$ cat config.mk
export PLATFORM = sky130hd
export DESIGN_NAME = hold_array
export DESIGN_NICKNAME = d
export VERILOG_FILES = /design/src/rtl/hold_pkg.sv /design/src/rtl/hold_hit_test.sv /design/src/rtl/hold_array.sv
export SDC_FILE = /design/constraint.sdc
export NUM_CORES = 2
export LEC_CHECK = 0
export BUFFER_PORTS_ARGS = -buffer_cell sky130_fd_sc_hd__buf_2
export CAP_MARGIN = 20
export CORE_MARGIN = 2
export CORE_UTILIZATION = 55
export DETAILED_ROUTE_END_ITERATION = 16
export GPL_TIMING_DRIVEN = 0
export PLACE_DENSITY = 0.82
export SETUP_SLACK_MARGIN = 0.4
export SYNTH_ARGS = -nofsm -noshare
export SYNTH_HDL_FRONTEND = slang
export SYNTH_SLANG_ARGS = --single-unit
$ cat constraint.sdc
create_clock -name clock -period 7.65 [get_ports clock]
set_clock_uncertainty 0.1 [all_clocks]
set_input_delay 1.53 -clock clock [delete_from_list [all_inputs] [get_ports clock]]
set_output_delay 1.53 -clock clock [all_outputs]
set_load 0.05 [all_outputs]
$ cat src/rtl/hold_pkg.sv
// Shared types and widths for the climbing-wall hold table and its hit testers.
package hold_pkg;

    localparam int COORD_W = 13;
    localparam int SUM_W   = 14;
    localparam int HOLD_W  = 32;
    localparam int HOLD_H  = 8;

    typedef struct packed {
        logic               valid;
        logic [COORD_W-1:0] x;
        logic [COORD_W-1:0] y;
    } hold_t;

    typedef enum logic [1:0] {
        IDLE,
        SCAN,
        DONE
    } qstate_t;

    // Zero-extend a world coordinate so edge sums cannot wrap.
    function automatic logic [SUM_W-1:0] widen(input logic [COORD_W-1:0] v);
        return {1'b0, v};
    endfunction

endpackage

$ cat src/rtl/hold_hit_test.sv
// Combinational containment check of one world-space point against one hold rectangle.
module hold_hit_test
    import hold_pkg::*;
#(
    parameter int WIDTH  = HOLD_W,
    parameter int HEIGHT = HOLD_H
) (
    input  logic [SUM_W-1:0] px,
    input  logic [SUM_W-1:0] py,
    input  hold_t            hold,
    output logic             hit
);

    logic [SUM_W-1:0] x0;
    logic [SUM_W-1:0] x1;
    logic [SUM_W-1:0] y0;
    logic [SUM_W-1:0] y1;

    always_comb begin
        x0  = widen(hold.x);
        y0  = widen(hold.y);
        x1  = x0 + SUM_W'(WIDTH);
        y1  = y0 + SUM_W'(HEIGHT);
        hit = hold.valid && (px >= x0) && (px < x1) && (py >= y0) && (py < y1);
    end

endmodule

$ cat src/rtl/hold_array.sv
// Hold table with a 2-stage per-pixel hit tester and a sequential point-query scanner.
module hold_array
    import hold_pkg::*;
#(
    parameter int NUM_HOLDS = 16,
    parameter int WIDTH     = HOLD_W,
    parameter int HEIGHT    = HOLD_H,
    parameter int IDX_W     = $clog2(NUM_HOLDS)
) (
    input  logic               clock,
    input  logic               reset,
    input  logic [10:0]        hcount,
    input  logic [9:0]         vcount,
    input  logic [COORD_W-1:0] screenx,
    input  logic [COORD_W-1:0] screeny,
    input  logic               wr_en,
    input  logic [IDX_W-1:0]   wr_addr,
    input  logic [COORD_W-1:0] wr_x,
    input  logic [COORD_W-1:0] wr_y,
    input  logic               wr_valid,
    output logic               pix_hit,
    output logic [IDX_W-1:0]   pix_index,
    input  logic               q_start,
    input  logic [COORD_W-1:0] q_x,
    input  logic [COORD_W-1:0] q_y,
    output logic               q_busy,
    output logic               q_done,
    output logic               q_found,
    output logic [IDX_W-1:0]   q_index
);

    hold_t holds [NUM_HOLDS];

    always_ff @(posedge clock) begin
        if (reset) begin
            for (int unsigned i = 0; i < NUM_HOLDS; i++) begin
                holds[i].valid <= 1'b0;
            end
        end else if (wr_en) begin
            holds[wr_addr] <= '{valid: wr_valid, x: wr_x, y: wr_y};
        end
    end

    logic [SUM_W-1:0]     px;
    logic [SUM_W-1:0]     py;
    logic [NUM_HOLDS-1:0] pix_hits;
    logic                 hit_any;
    logic [IDX_W-1:0]     hit_idx;

    always_ff @(posedge clock) begin
        if (reset) begin
            px <= '0;
            py <= '0;
        end else begin
            px <= SUM_W'(hcount) + widen(screenx);
            py <= SUM_W'(vcount) + widen(screeny);
        end
    end

    for (genvar g = 0; g < NUM_HOLDS; g++) begin : g_pix
        hold_hit_test #(.WIDTH(WIDTH), .HEIGHT(HEIGHT)) u_hit (
            .px  (px),
            .py  (py),
            .hold(holds[g]),
            .hit (pix_hits[g])
        );
    end

    // Lowest index wins: first set bit encountered locks the result.
    always_comb begin
        hit_any = 1'b0;
        hit_idx = '0;
        for (int unsigned i = 0; i < NUM_HOLDS; i++) begin
            if (pix_hits[i] && !hit_any) begin
                hit_any = 1'b1;
                hit_idx = IDX_W'(i);
            end
        end
    end

    always_ff @(posedge clock) begin
        if (reset) begin
            pix_hit   <= 1'b0;
            pix_index <= '0;
        end else begin
            pix_hit   <= hit_any;
            pix_index <= hit_idx;
        end
    end

    qstate_t            state;
    qstate_t            state_next;
    logic [IDX_W-1:0]   idx;
    logic [IDX_W-1:0]   idx_next;
    logic [COORD_W-1:0] qx;
    logic [COORD_W-1:0] qx_next;
    logic [COORD_W-1:0] qy;
    logic [COORD_W-1:0] qy_next;
    logic               found;
    logic               found_next;
    logic [IDX_W-1:0]   index;
    logic [IDX_W-1:0]   index_next;
    logic               scan_hit;

    hold_hit_test #(.WIDTH(WIDTH), .HEIGHT(HEIGHT)) u_scan_hit (
        .px  (widen(qx)),
        .py  (widen(qy)),
        .hold(holds[idx]),
        .hit (scan_hit)
    );

    always_ff @(posedge clock) begin
        if (reset) begin
            state <= IDLE;
            idx   <= '0;
            qx    <= '0;
            qy    <= '0;
            found <= 1'b0;
            index <= '0;
        end else begin
            state <= state_next;
            idx   <= idx_next;
            qx    <= qx_next;
            qy    <= qy_next;
            found <= found_next;
            index <= index_next;
        end
    end

    always_comb begin
        state_next = state;
        idx_next   = idx;
        qx_next    = qx;
        qy_next    = qy;
        found_next = found;
        index_next = index;
        case (state)
            IDLE: begin
                if (q_start) begin
                    qx_next    = q_x;
                    qy_next    = q_y;
                    idx_next   = '0;
                    found_next = 1'b0;
                    index_next = '0;
                    state_next = SCAN;
                end
            end
            SCAN: begin
                if (scan_hit) begin
                    found_next = 1'b1;
                    index_next = idx;
                    state_next = DONE;
                end else if (idx == IDX_W'(NUM_HOLDS - 1)) begin
                    found_next = 1'b0;
                    index_next = '0;
                    state_next = DONE;
                end else begin
                    idx_next = idx + IDX_W'(1);
                end
            end
            DONE:    state_next = IDLE;
            default: state_next = IDLE;
        endcase
    end

    assign q_busy  = (state != IDLE);
    assign q_done  = (state == DONE);
    assign q_found = found;
    assign q_index = index;

endmodule

Yosys cells after proc, flatten, opt, wreduce, memory -nomap -nowiden
Memory sizes are Yosys's and may differ from the RTL's. A register that Yosys moved wholly into a read port is not among the register bits.
Index checks and enable logic that the tools add are counted.
{"block": "totals", "inputBits": 108, "word_cells": 285, "mem_bits_ro": 0, "latchBits": 0, "ramBits": 432, "register_bits": 70, "output_inout_bits": 12, "memories": 1}
{"block": "op_classes", "n_mux": 56, "magnitude_cmp": 68, "addsub": 37, "n_bitwise": 0, "shifts": 0, "reduce_logical": 106, "eq_ne": 7, "div_mod_pow": 0, "multipliers": 0}
{"name": "holds", "words": 16, "width": 27, "rd": 17, "rd_ports_with_merged_regs": 1, "write_ports": 16, "line": "hold_array.sv:32", "text": "hold_t holds [NUM_HOLDS];"}
{"op": "14-bit by 13-bit >= comparator with 1-bit output", "count": 32}
{"op": "14-bit less-than comparator", "count": 32}
{"op": "13-bit by 4-bit adder with 14-bit output (second input constant)", "count": 17}
{"op": "13-bit by 6-bit adder with 14-bit output (second input constant)", "count": 17}
{"op": "4-bit two-way mux", "count": 22}
{"op": "1-bit logical AND", "count": 83}
{"op": "13-bit by 14-bit less-than comparator with 1-bit output", "count": 2}
{"op": "27-bit two-way mux", "count": 1}
{"op": "27-bit OR reduction", "count": 1}
{"op": "13-bit >= comparator", "count": 2}
{"op": "1-bit two-way mux", "count": 25}
{"op": "4-bit one-hot mux with 2 select lines", "count": 2}
{"op": "1-bit zero test", "count": 15}
{"op": "10-bit by 13-bit adder with 14-bit output", "count": 1}
{"op": "11-bit by 13-bit adder with 14-bit output", "count": 1}
{"op": "2-bit two-way mux", "count": 4}
{"op": "2-bit != test (second input constant)", "count": 3}
{"op": "4-bit by 1-bit adder with 4-bit output (second input constant)", "count": 1}
{"op": "4-bit == test (second input constant)", "count": 1}
{"op": "2-bit one-hot mux with 2 select lines", "count": 1}
{"op": "2-bit AND reduction", "count": 2}
{"op": "4-bit AND reduction", "count": 1}
{"op": "2-bit nonzero test", "count": 2}
{"op": "3-bit != test (second input constant)", "count": 1}
{"op": "other kinds (5)", "count": 5}

Logic depth before layout (Yosys ltp)
An unclocked memory read counts as a cell.
{"block": "depth", "ltp_word": 52, "ltp_mapped": 21, "ltp_nobuf": 16}

Hierarchy
A second synthesis with hierarchy kept.
{"block": "unflattened", "hier_cells": 4128, "hier_area_um2": 42793.5}
{"module": "hold_array", "cells_per_inst": 1071, "n_inst": 1, "seq_area_each_um2": 14453.9, "area_each_um2": 19960.4}
{"module": "hold_hit_test (g_pix[12].u_hit ...)", "cells_per_inst": 177, "n_inst": 11, "seq_area_each_um2": 0.0, "area_each_um2": 1325.0}
{"module": "hold_hit_test (g_pix[0].u_hit ...)", "cells_per_inst": 185, "n_inst": 6, "seq_area_each_um2": 0.0, "area_each_um2": 1376.3}

Least setup slack after synthesis
No wires, ideal clock.
{"block": "synth_timing", "kind": "reg-to-reg", "start": "reg with a tool-made name", "end": "reg with a tool-made name", "t_arrival_ns": 4.878, "setup_ns": 0.124, "path_stages_with_launch": 21, "t_required_ns": 7.426, "period_less_slack_ns": 5.102, "path_buffers": 7, "slack_ns": 2.548, "path_cell_list": "dfxtp_1 -> buf_6 -> buf_6 -> buf_2 -> buf_2 -> buf_2 -> buf_2 -> buf_2 -> mux4_2 -> mux4_2 -> inv_1 -> ha_1 -> nor2b_1 -> o21a_1 -> o21ai_0 -> a21oi_1 -> o21ai_0 -> a32oi_1 -> a2111o_1 -> and4b_1 -> a211o_1"}

==> results.cfg <==
[setup_path]
cp.arrival_ns = 7.50
crit_top_cell = buf_4
path_depth = 21
crit_type = flip-flop to flip-flop
reg2reg_depth = 21
required_ns = 8.08
setup.worst_path.end_class = flip-flop
path_cells = buf_6 -> buf_8 -> buf_4 -> buf_2 -> buf_4 -> buf_4 -> buf_4 -> clkbuf_4 -> mux4_2 -> mux4_2 -> inv_1 -> ha_1 -> nor2b_1 -> o21a_1 -> o21ai_0 -> a21oi_1 -> a2111oi_0 -> o21a_1 -> a2111o_1 -> a211oi_2 -> a211o_1
cp-start-kind = flip-flop
path_buf_inv = 9
r2r_slack_ns = 0.58
critPathTopFamily = buffers and inverters
cp_max_fo = 10
crit_path_max_incr_delay_ns = 0.54
slowest_stage = mux4_2

[timing]
min_period_ns = 7.07
hold_violations = 0
slew_viol_final = 0
setup_viol = 0
period_share_pct = 92.5
holdWs_ns = 0.365
relSlewSlack_pct = 17.1
worst_pin_slew_ns = 1.23
fmax_mhz = 141
rsz0062_at_grt = no

[cts]
clock_path_buffers = 3
cts_made_buffers = 56
clk_pin_slew_ns = 0.07
clk_root_buffer_cell = clkbuf_16
cts_tree = built
clock-sinks = 506
cts-hold-fix-buffers = 0
htree_levels = 2
clock_latency_ns = 0.66

[die]
die_area_sq_um = 80000
die_h_microns = 283
ios = 120
coreArea_sq_um = 77200
die_w_microns = 283
start_util_pct = 55.4
rows = 102

[worst_hold_path]
hold_class = flip-flop to flip-flop

[drt]
wirelength_microns = 140000
ant_nets = 0
drc_errors = 0
route.top_layer_used = met5
met3WireLength_microns = 15100
drt_iter0_markers = 4242
vias = 35733
wl_met2_microns = 62400
met1Wirelength_microns = 51800
wl_per_cell_microns = 25.9
viasPerCell = 6.61
drt_first_pass_iters = 6

[yosys]
synth_xor_area_share_pct = 5.12
yosysWarnings = 0
synthesis.area_sq_um = 42800
synthMuxAreaShare_pct = 7.21
synth-seq-cells = 506
async_reset_ff_share_pct = 0
postSynthAreaPerCell_sq_um = 10.4
synth_fa_ha_area_share_pct = 24.6
syn_nets = 5057
synth-simple-area-share_pct = 12.6
synth_ff_type = edfxtp_1
synth_compound_area_share_pct = 11.6
synth-edff-count = 432
synth_top_family_by_area = adder cells
yosys.cell_types.count = 77
synthCells = 4111
ys_seq_area_share_pct = 33.8

[final_layout]
fin_nets = 5263
syn2layout_area_growth_pct = 10.1
fin_area_sq_um = 47100
drive_gt1_share_pct = 10.1

[run]
drv_cap = 0

[global_route]
grt_pass1_wl_microns = 205000
overflow = 0
antenna_found_initial = 9
grt_use_total_pct = 34.7
grt_max_degree = 33
grt_pass1_vias = 35386

[pwr]
peakVddDrop_mv = 0.181
p_per_area_nw_per_um2 = 161
p_leak_nw = 20.5
power.total_w = 0.00760

[run_status]
status = completed

[place]
dp_hpwl_microns = 109000
dpl_cell_area_sq_um = 45200
place_congestion = 1.03
io_buffers = 119
==> metal layers <==
layer / vias up / global-route usage (%)
met3: 516 / 6.75
met2: 2071 / 55.0
met4: 6 / 23.2
met5: - / 0
met1: 17260 / 43.2
li1: 15880 / -
==> worst min-delay path, stage by stage (launching register included) <==
cell and delay [ns]:
dfxtp_1 0.31, nand2_1 0.05, o2bb2ai_1 0.06
==> cells in the mapped netlist (10+ instances only) <==
| library cell | count | share of area [%] |
|---|---|---|
| clkbuf_1 | 23 | 0.20 |
| nand3_1 | 199 | 2.3 |
| mux4_2 | 124 | 6.5 |
| nand2b_1 | 31 | 0.45 |
| a211oi_1 | 52 | 0.91 |
| buf_2 | 18 | 0.21 |
| o22ai_1 | 11 | 0.16 |
| ha_1 | 836 | 24 |
| o211ai_1 | 21 | 0.37 |
| o31ai_1 | 10 | 0.18 |
| nor2_1 | 165 | 1.4 |
| o21ai_0 | 154 | 1.8 |
| a21oi_1 | 222 | 2.6 |
| xnor2_1 | 247 | 5.1 |
| and4_1 | 13 | 0.27 |
| nor4_1 | 38 | 0.56 |
| a22oi_1 | 12 | 0.21 |
| nand4_1 | 119 | 1.7 |
| o21bai_1 | 11 | 0.19 |
| inv_1 | 515 | 4.5 |
| o21a_1 | 32 | 0.56 |
| and2_1 | 26 | 0.38 |
| edfxtp_1 | 432 | 30 |
| nor4b_1 | 10 | 0.20 |
| and3_1 | 29 | 0.42 |
| a211o_1 | 22 | 0.45 |
| nor2b_1 | 54 | 0.79 |
| o2111ai_1 | 12 | 0.25 |
| nor3_1 | 94 | 1.1 |
| a2111oi_0 | 22 | 0.45 |
| a21o_1 | 77 | 1.4 |
| nand2_1 | 223 | 2.0 |
| a31oi_1 | 15 | 0.22 |
| dfxtp_1 | 74 | 3.5 |
==> sequential cells by signal (all words and copies together), names as in the netlist, named ones only <==
name	cells
py	14
qx	13
qy	13
holds	432
state	2
px	14
pix_hit	1
q_index	4
idx	4
pix_index	4
q_found	1
==> where the power goes <==
| part | total, W | leakage [nW] | switching, W | internal, W |
|---|---|---|---|---|
| clock | 0.00278 | 0.881 | 0.00124 | 0.00154 |
| combinational | 0.00157 | 15.1 | 0.000925 | 0.000643 |
| sequential | 0.00325 | 4.51 | 0.000198 | 0.00306 |
==> placed cells by master (no fill, tap or decap), drive strengths merged, types with 154 or more instances in the layout <==
cell	instances
a21oi	222
nand2	223
edfxtp	432
xnor2	247
buf	172
nand3	199
ha	836
o21ai	154
nor2	165
inv	517
==> final cells by class <==
cell class / count / area (sq um)
fill: 6188 / 30100
multi-input combinational: 3039 / 26200
sequential: 506 / 14500
inverter: 515 / 1930
clock buffer: 60 / 1420
tap: 1040 / 1300
timing repair buffer: 148 / 1060
clock inverter: 43 / 395
buffer: 51 / 287
antenna: 5 / 12.5
==> timing repair <==
item | CTS | global route
setup buffers | 0 | 0
endpoints found under the setup margin | 15 | 13
cloned | 0 | 0
resized for setup | 8 | 4
==> per-stage QoR <==
stage	TNS (ns)	util, %	std cells	setup WS (ns)
2_1_floorplan	0	-	4111	2.55
3_3_place_gp	-6.67	57.8	5270	-0.551
3_5_place_dp	-1.53	58.5	5296	-0.234
4_1_cts	0	60.9	5399	0.453
5_1_grt	0	61.0	5404	0.424
6_report	0	61.0	5407	0.577
==> worst min path at each step <==
| stage | start | to | cells after the start |
|---|---|---|---|
| 2_1_floorplan | qx[0]$_SDFFE_PP0P_ | qx[0]$_SDFFE_PP0P_ | 2 |
| 3_5_place_dp | q_index[3]$_SDFFE_PP0P_ | q_index[3]$_SDFFE_PP0P_ | 2 |
| 4_1_cts | q_index[3]$_SDFFE_PP0P_ | q_index[3]$_SDFFE_PP0P_ | 2 |
| 5_1_grt | q_index[3]$_SDFFE_PP0P_ | q_index[3]$_SDFFE_PP0P_ | 2 |
| 3_3_place_gp | qy[0]$_SDFFE_PP0P_ | qy[0]$_SDFFE_PP0P_ | 2 |
| 6_report | q_index[3]$_SDFFE_PP0P_ | q_index[3]$_SDFFE_PP0P_ | 2 |
==> cells by family (layout without fill, tap and decap cells) <==
| logic type | count (synthesis) | after routing |
|---|---|---|
| AND/OR/NAND/NOR | 1051 | 1051 |
| XOR/XNOR | 250 | 250 |
| multiplexers | 138 | 138 |
| AO/OA/AOI/OAI | 762 | 762 |
| adder cells (fa/ha/maj) | 838 | 838 |
| flip-flops | 506 | 506 |
| buffers and inverters | 566 | 817 |
| other | 0 | 5 |
No activity file was read; power rests on OpenSTA's default activity.
